## config.mk

```make
export PLATFORM = sky130hd
export DESIGN_NAME = traffic_light_fsm
export DESIGN_NICKNAME = d
export VERILOG_FILES = /design/src/rtl/traffic_light_fsm.sv
export SDC_FILE = /design/constraint.sdc
export NUM_CORES = 1
export LEC_CHECK = 0
export BUFFER_PORTS_ARGS = -buffer_cell sky130_fd_sc_hd__buf_2
export CAP_MARGIN = 20
export CORE_MARGIN = 2
export CORE_UTILIZATION = 35
export DETAILED_ROUTE_END_ITERATION = 6
export PLACE_DENSITY = 0.61
export REMOVE_ABC_BUFFERS = 1
export SYNTH_ARGS = -nofsm -noshare
export SYNTH_HDL_FRONTEND = slang
export SYNTH_SLANG_ARGS = --single-unit
```

## constraint.sdc

```tcl
create_clock -name in_clk -period 2.9 [get_ports in_clk]
set_input_delay 0.435 -clock in_clk [delete_from_list [all_inputs] [get_ports in_clk]]
set_output_delay 0.435 -clock in_clk [all_outputs]
set_load 0.01 [all_outputs]
```

## src/rtl/traffic_light_fsm.sv

```systemverilog
// Traffic light controller stepping on synchronized slow-clock ticks.
// Optional pedestrian WALK phase is built when PED_WALK_EN is defined.
module traffic_light_fsm #(
  parameter int GREEN_TICKS  = 5,
  parameter int YELLOW_TICKS = 2,
  parameter int RED_TICKS    = 5,
  parameter int WALK_TICKS   = 4
) (
  input  logic       in_clk,
  input  logic       reset_n,
  input  logic       slow_clk,
  input  logic       ped_req,
  output logic [2:0] light,
  output logic       walk,
  output logic [1:0] state_dbg,
  output logic       tick
);

  typedef enum logic [1:0] {
    ST_GREEN  = 2'b00,
    ST_YELLOW = 2'b01,
    ST_RED    = 2'b10,
    ST_WALK   = 2'b11
  } state_t;

  localparam logic [3:0] GREEN_LAST  = 4'(GREEN_TICKS - 1);
  localparam logic [3:0] YELLOW_LAST = 4'(YELLOW_TICKS - 1);
  localparam logic [3:0] RED_LAST    = 4'(RED_TICKS - 1);
  localparam logic [3:0] WALK_LAST   = 4'(WALK_TICKS - 1);

  state_t     state_reg, state_next;
  logic [3:0] timer_reg, timer_next;
  logic [3:0] timer_last;
  logic [1:0] slow_sync_reg;
  logic       slow_hist_reg;

  // slow_clk is treated as data: two sync stages, then a history bit for edge detect
  always_ff @(posedge in_clk or negedge reset_n) begin
    if (!reset_n) begin
      slow_sync_reg <= 2'b00;
      slow_hist_reg <= 1'b0;
    end else begin
      slow_sync_reg <= {slow_sync_reg[0], slow_clk};
      slow_hist_reg <= slow_sync_reg[1];
    end
  end

  assign tick = slow_sync_reg[1] & ~slow_hist_reg;

`ifdef PED_WALK_EN
  logic [1:0] ped_sync_reg;
  logic       ped_pending_reg, ped_pending_next;

  always_ff @(posedge in_clk or negedge reset_n) begin
    if (!reset_n) begin
      ped_sync_reg    <= 2'b00;
      ped_pending_reg <= 1'b0;
    end else begin
      ped_sync_reg    <= {ped_sync_reg[0], ped_req};
      ped_pending_reg <= ped_pending_next;
    end
  end
`else
  logic ped_req_unused;
  assign ped_req_unused = ped_req;
`endif

  always_ff @(posedge in_clk or negedge reset_n) begin
    if (!reset_n) begin
      state_reg <= ST_GREEN;
      timer_reg <= 4'd0;
    end else begin
      state_reg <= state_next;
      timer_reg <= timer_next;
    end
  end

  always_comb begin
    case (state_reg)
      ST_GREEN:  timer_last = GREEN_LAST;
      ST_YELLOW: timer_last = YELLOW_LAST;
      ST_RED:    timer_last = RED_LAST;
      default:   timer_last = WALK_LAST;
    endcase
  end

  always_comb begin
    state_next = state_reg;
    timer_next = timer_reg;
`ifdef PED_WALK_EN
    ped_pending_next = ped_pending_reg | ped_sync_reg[1];
`endif
    if (tick) begin
      if (timer_reg == timer_last) begin
        timer_next = 4'd0;
        case (state_reg)
          ST_GREEN:  state_next = ST_YELLOW;
          ST_YELLOW: state_next = ST_RED;
          ST_RED: begin
`ifdef PED_WALK_EN
            if (ped_pending_reg) begin
              state_next       = ST_WALK;
              // a request seen on this very edge stays pending for the next RED
              ped_pending_next = ped_sync_reg[1];
            end else begin
              state_next = ST_GREEN;
            end
`else
            state_next = ST_GREEN;
`endif
          end
          default:   state_next = ST_GREEN;
        endcase
      end else begin
        timer_next = timer_reg + 4'd1;
      end
    end
  end

  always_comb begin
    light = 3'b001;
    walk  = 1'b0;
    case (state_reg)
      ST_GREEN:  light = 3'b001;
      ST_YELLOW: light = 3'b010;
      ST_RED:    light = 3'b100;
      default: begin
        light = 3'b100;
`ifdef PED_WALK_EN
        walk = 1'b1;
`endif
      end
    endcase
  end

  assign state_dbg = state_reg;

endmodule
```

# == After elaboration in Yosys (flattened, before gate mapping) ==
# Cells that the tools add are included.
# Widths: inputs -> output; s select.
# word_totals
romBits,0
elab_cells,17
input_bits,4
regBits,9
ramBits,0
n_memories,0
latch_bits,0
# op_classes
n_mul,0
div,0
n_addsub,1
order_cmp,0
n_eq_ne,3
bitwise_logic,2
n_reduce_logical,3
shifts,0
mux,4
# op_table
op,n
$pmux 3 s2,2
$add 4x1->4 const B,1
$eq 4x4->1,1
$mux 4,1
$pmux 2 s2,1
$eq 2x1->1 const B,1
$eq 2x2->1 const B,1
$logic_not 2->1,1
$reduce_and 2->1,1
$reduce_or 2->1,1
$and 1x1->1,1
$not 1->1,1

# == Logic depth before layout (Yosys ltp) ==
# logic_depth
word_depth,5
mapped_depth,4
depth_no_buf,4

# == Least setup slack after synthesis ==
# Ideal clock, no wire load.
# synth_timing
path_kind,register to output
startpoint,"register state_reg[0], in the netlist state_dbg[0]"
endpoint,output light[1]
path_stages_with_launch,3
required_ps,2465
t_arrival_ps,740
n_path_buf,0
slack_ps,1725
cell_sequence,dfrtp_1 inv_1 nor2_1
# synth_between
elab_chain_len,2
elab_cells_between_ends,3
# synth_rtl
item,line_no,text
from (decl),31,"state_t state_reg, state_next;"
from (signal assigned),73,state_reg <= state_next;
$eq 2x1->1 / $logic_not 2->1 (equally long branches),123,case (state_reg)
$pmux 3 s2 (*),123,
to (decl),13,"output logic [2:0] light,"
# Mark *: on every way between the ends. The rest lies on a longest branch, timed or not.

# == Worst setup path in the final report ==
# layout_timing
startpoint,register slow_hist_reg
endpoint,output tick
# layout_between
elab_chain_len,2
# layout_rtl
item,line_no,text
from (decl),35,logic slow_hist_reg;
from (signal assigned),44,slow_hist_reg <= slow_sync_reg[1];
$not 1->1,48,assign tick = slow_sync_reg[1] & ~slow_hist_reg;
$and 1x1->1,48,
to (decl),16,output logic tick
# Every way passes these cells.

==> results.md <==
| Group | Quantity | This run |
|---|---|---|
| finish | Number of inserted filler cells in the final layout | 135 |
| grt | Initial antenna violation count | 0 |
| clock network | Clock tree from TritonCTS | done |
| floorplan | Placeable core region | 0.00128 mm² |
| floorplan | Row count | 13 |
| logic synthesis | Yosys top cell area share | 47.7% |
| sta | Unrepaired setup endpoints after global routing | false |
| finish | Number of nets at the end of the flow | 58 |
| setup path | Sort of element at the start of the critical path | flop |
| run | Number of violations of the max-capacitance limit | 0 |
| floorplan | DIE HEIGHT | 40.7 µm |
| route | Routed Antenna Nets | 0 |
| sta | Shortest period the worst path allows | 1.63 ns |
| finish | Max FFs per register | 4 |
| clock network | Maximum level of the CTS H-tree | 1 |
| floorplan | Effective utilization at floorplan | 36.7% |
| route | Total via count after detailed routing | 338 |
| setup path | Largest fanout on the critical path | 4 |
| sta | Final number of hold-violating endpoints | 0 |
| place | Detail Placement HPWL | 619 µm |
| grt | Maximum number of pins on one net before global-route repair | 11 |
| route | Iteration-0 DRC Markers | 4 |
| finish | Area of all placed cells without fillers | 542 µm² |
| clock network | Num Clock Sinks | 9 |
| setup path | Critical Path, Cell by Cell | nand2b_1 > inv_1 > buf_2 |
| route | Vias per inst | 5.04 |
| logic synthesis | YS warnings | 0 |
| logic synthesis | Synthesized area | 472 µm² |
| clock network | Postcts setup bufs | 0 |
| grt | Total global-route track usage | 12.3% |
| setup path | Category of the critical setup timing path | reg -> out |
| min path | Hold crit path type | in -> async |
| setup path | Cell with the largest stage delay on the worst path | sky130_fd_sc_hd__dfrtp_1 |
| clock network | CTS root buffer | sky130_fd_sc_hd__clkbuf_4 |
| logic synthesis | Cell type with the largest total area after synthesis | sky130_fd_sc_hd__dfrtp_1 |
| power | IR Drop Worst-Case VDD | 432 µV |
| clock network | Clock latency reported for the late side of the worst-skew pair | 0.26 ns |
| finish | Layout Area Growth over Synthesis | 14.9% |
| logic synthesis | Cell types with the highest counts after synthesis | sky130_fd_sc_hd__dfrtp_1 (9), sky130_fd_sc_hd__a21oi_1 (3), sky130_fd_sc_hd__inv_1 (3), sky130_fd_sc_hd__nor2_1 (3), sky130_fd_sc_hd__xnor2_1 (3) |
| sta | Share of the clock period used by the worst path after layout | 56.2% |
| power | Reported leakage power | 0.000239 µW |
| outcome | Outcome | complete, no violations |
| clock network | Number of buffers inserted during clock tree synthesis | 3 |
| logic synthesis | Top flip-flop cell by instance count after synthesis | sky130_fd_sc_hd__dfrtp_1 |
| finish | Proportion of layout cells with a drive suffix above 1 | 28.8% |
| setup path | Worst Reg-to-Reg Cells | 3 |
| logic synthesis | Library cell with the highest instance count after synthesis | sky130_fd_sc_hd__dfrtp_1 |
| route | Detailed-routing iteration count for the pre-antenna-repair pass | 2 |
| power | Power per cell area | 1020 mW/mm² |
| place | Final weighted congestion in routability-driven placement | 0.712 |
| route | DRC violations left | 0 |
| logic synthesis | Cells after Synth | 43 |
| sta | TNS Setup | 0 ns |
| setup path | Data required time of the critical path | 2.47 ns |
| clock network | Post-cts resize count | 0 |
| setup path | Max stage delay on crit path | 0.41 ns |
| setup path | Count of buffer and inverter cells on the critical path | 2 |
| place | Port buffer count | 8 |
| sta | Worst setup skew after layout | 0.00168 ns |
| clock network | CTS clock-pin slew for the worst setup and hold paths | 0.06 ns |
| floorplan | Full die area | 0.00166 mm² |
| logic synthesis | Synthesized area per cell | 11.0 µm² |
| route | Wire length reported by the detailed router | 855 µm |
| logic synthesis | Number of enable flip-flop cells after synthesis | 0 |
| setup path | WP depth | 3 |
| logic synthesis | Library cells used by synthesis | 25 |
| logic synthesis | Cell types with the largest area share after synthesis | sky130_fd_sc_hd__dfrtp_1 (48%), sky130_fd_sc_hd__xnor2_1 (5.6%), sky130_fd_sc_hd__nor3b_4 (4.0%), sky130_fd_sc_hd__a21oi_1 (3.2%), sky130_fd_sc_hd__nand3b_1 (3.2%) |
| floorplan | Total I/O pin count | 11 |
| logic synthesis | Fraction of the yosys area taken by sequential cells | 47.7% |
| logic synthesis | Fraction of synthesis flops using an asynchronous set or reset pin | 100% |
| sta | Timing-limited maximum frequency | 614 MHz |
| setup path | Critical path data arrival time | 1.19 ns |
| setup path | Critical path capture point type | output pin |
| sta | Number of pins with negative max-slew slack in the final report | 0 |
| floorplan | Width of the chip | 40.7 µm |
| grt | Via count of the first global-routing pass | 283 |
| logic synthesis | Count of state elements after synthesis | 9 |
| place | Placed standard-cell area | 514 µm² |
| route | Routed wire per std cell | 12.8 µm |
| power | Final Power | 551 µW |
| grt | Sum of overflow across all layers after global routing | 0 |
| clock network | Maximum number of buffers from clock root to sink | 2 |
| setup path | Top Family by Delay on Critical Path | flip-flops |
| clock network | Quantity of hold-fixing buffers added after cts | 0 |
| finish | Antenna diode instance count | 0 |
| sta | Number of setup violations in the final report | 0 |
| grt | Global-route wire length before repair | 1.21 mm |
-- path summary, 6_finish.rpt --
check                                      start               end  slack, ns
worst max-delay path               slow_hist_reg              tick       1.27
worst min-delay path                     reset_n      state_dbg[0]       0.02
worst max register to register      timer_reg[1]      timer_reg[0]       1.53
worst min register to register  slow_sync_reg[0]  slow_sync_reg[1]       0.35
max in group asynchronous                reset_n      timer_reg[0]       2.71
min in group in_clk                     slow_clk  slow_sync_reg[0]       0.28
-- kinds of logic (layout without fill, tap and decap cells) --
| kind of cell | after synthesis | in the layout | synth area share (%) |
|---|---|---|---|
| flip-flops | 9 | 9 | 47.7 |
| other | 1 | 1 | 0.795 |
| XOR/XNOR | 4 | 4 | 7.43 |
| AO/OA/AOI/OAI | 8 | 8 | 11.7 |
| multiplexers | 1 | 1 | 2.12 |
| buffers and inverters | 6 | 15 | 5.83 |
| AND/OR/NAND/NOR | 13 | 13 | 21.7 |
| adder cells (fa/ha/maj) | 1 | 1 | 2.65 |
-- metal layers --
| layer | share of wire (%) | up-vias | GRT usage, % |
|---|---|---|---|
| met2 | 47 | 11 | 18.3 |
| met4 | 0 | 0 | 5.00 |
| met3 | 8.0 | 0 | 8.15 |
| met1 | 45 | 159 | 13.8 |
| met5 | 0 | - | 0 |
| li1 | - | 168 | - |
-- layout by cell type (no fill, tap or decap), types with 2 or more instances in the layout --
| cell | instances |
|---|---|
| sky130_fd_sc_hd__a21oi_1 | 3 |
| sky130_fd_sc_hd__clkbuf_4 | 3 |
| sky130_fd_sc_hd__dfrtp_1 | 9 |
| sky130_fd_sc_hd__nor2_1 | 3 |
| sky130_fd_sc_hd__nand3b_1 | 2 |
| sky130_fd_sc_hd__buf_2 | 8 |
| sky130_fd_sc_hd__inv_1 | 3 |
| sky130_fd_sc_hd__xnor2_1 | 3 |
| sky130_fd_sc_hd__nand2b_1 | 2 |
-- per-stage QoR --
step           hold slack, ns  setup slack (ns)  utilization, %  instances
2_1_floorplan           0.139              1.72               -         40
3_3_place_gp            0.295              1.56            40.0         63
3_5_place_dp            0.300              1.54            40.0         63
4_1_cts                0.0163              1.25            42.2         67
5_1_grt                0.0108              1.18            42.2         67
6_report               0.0154              1.27            42.2         67
-- cell type report --
class / count / area [µm²] / share of cell area (%)
clock inverter: 1 / 5.00 / 0.924
timing repair buffer: 8 / 40.0 / 7.39
clock buffer: 3 / 22.5 / 4.16
tap: 15 / 18.8 / 3.46
sequential: 9 / 225 / 41.6
multi-input combinational: 28 / 219 / 40.4
inverter: 3 / 11.3 / 2.08
-- report_power, final --
| part | internal (µW) | switching [µW] | total [µW] |
|---|---|---|---|
| Clock | 50.8 | 43.5 | 94.4 |
| Sequential | 167 | 84.9 | 252 |
| Combinational | 102 | 103 | 204 |
| Total | 320 | 231 | 551 |
Note: power is estimated with default switching activity, not from simulation.
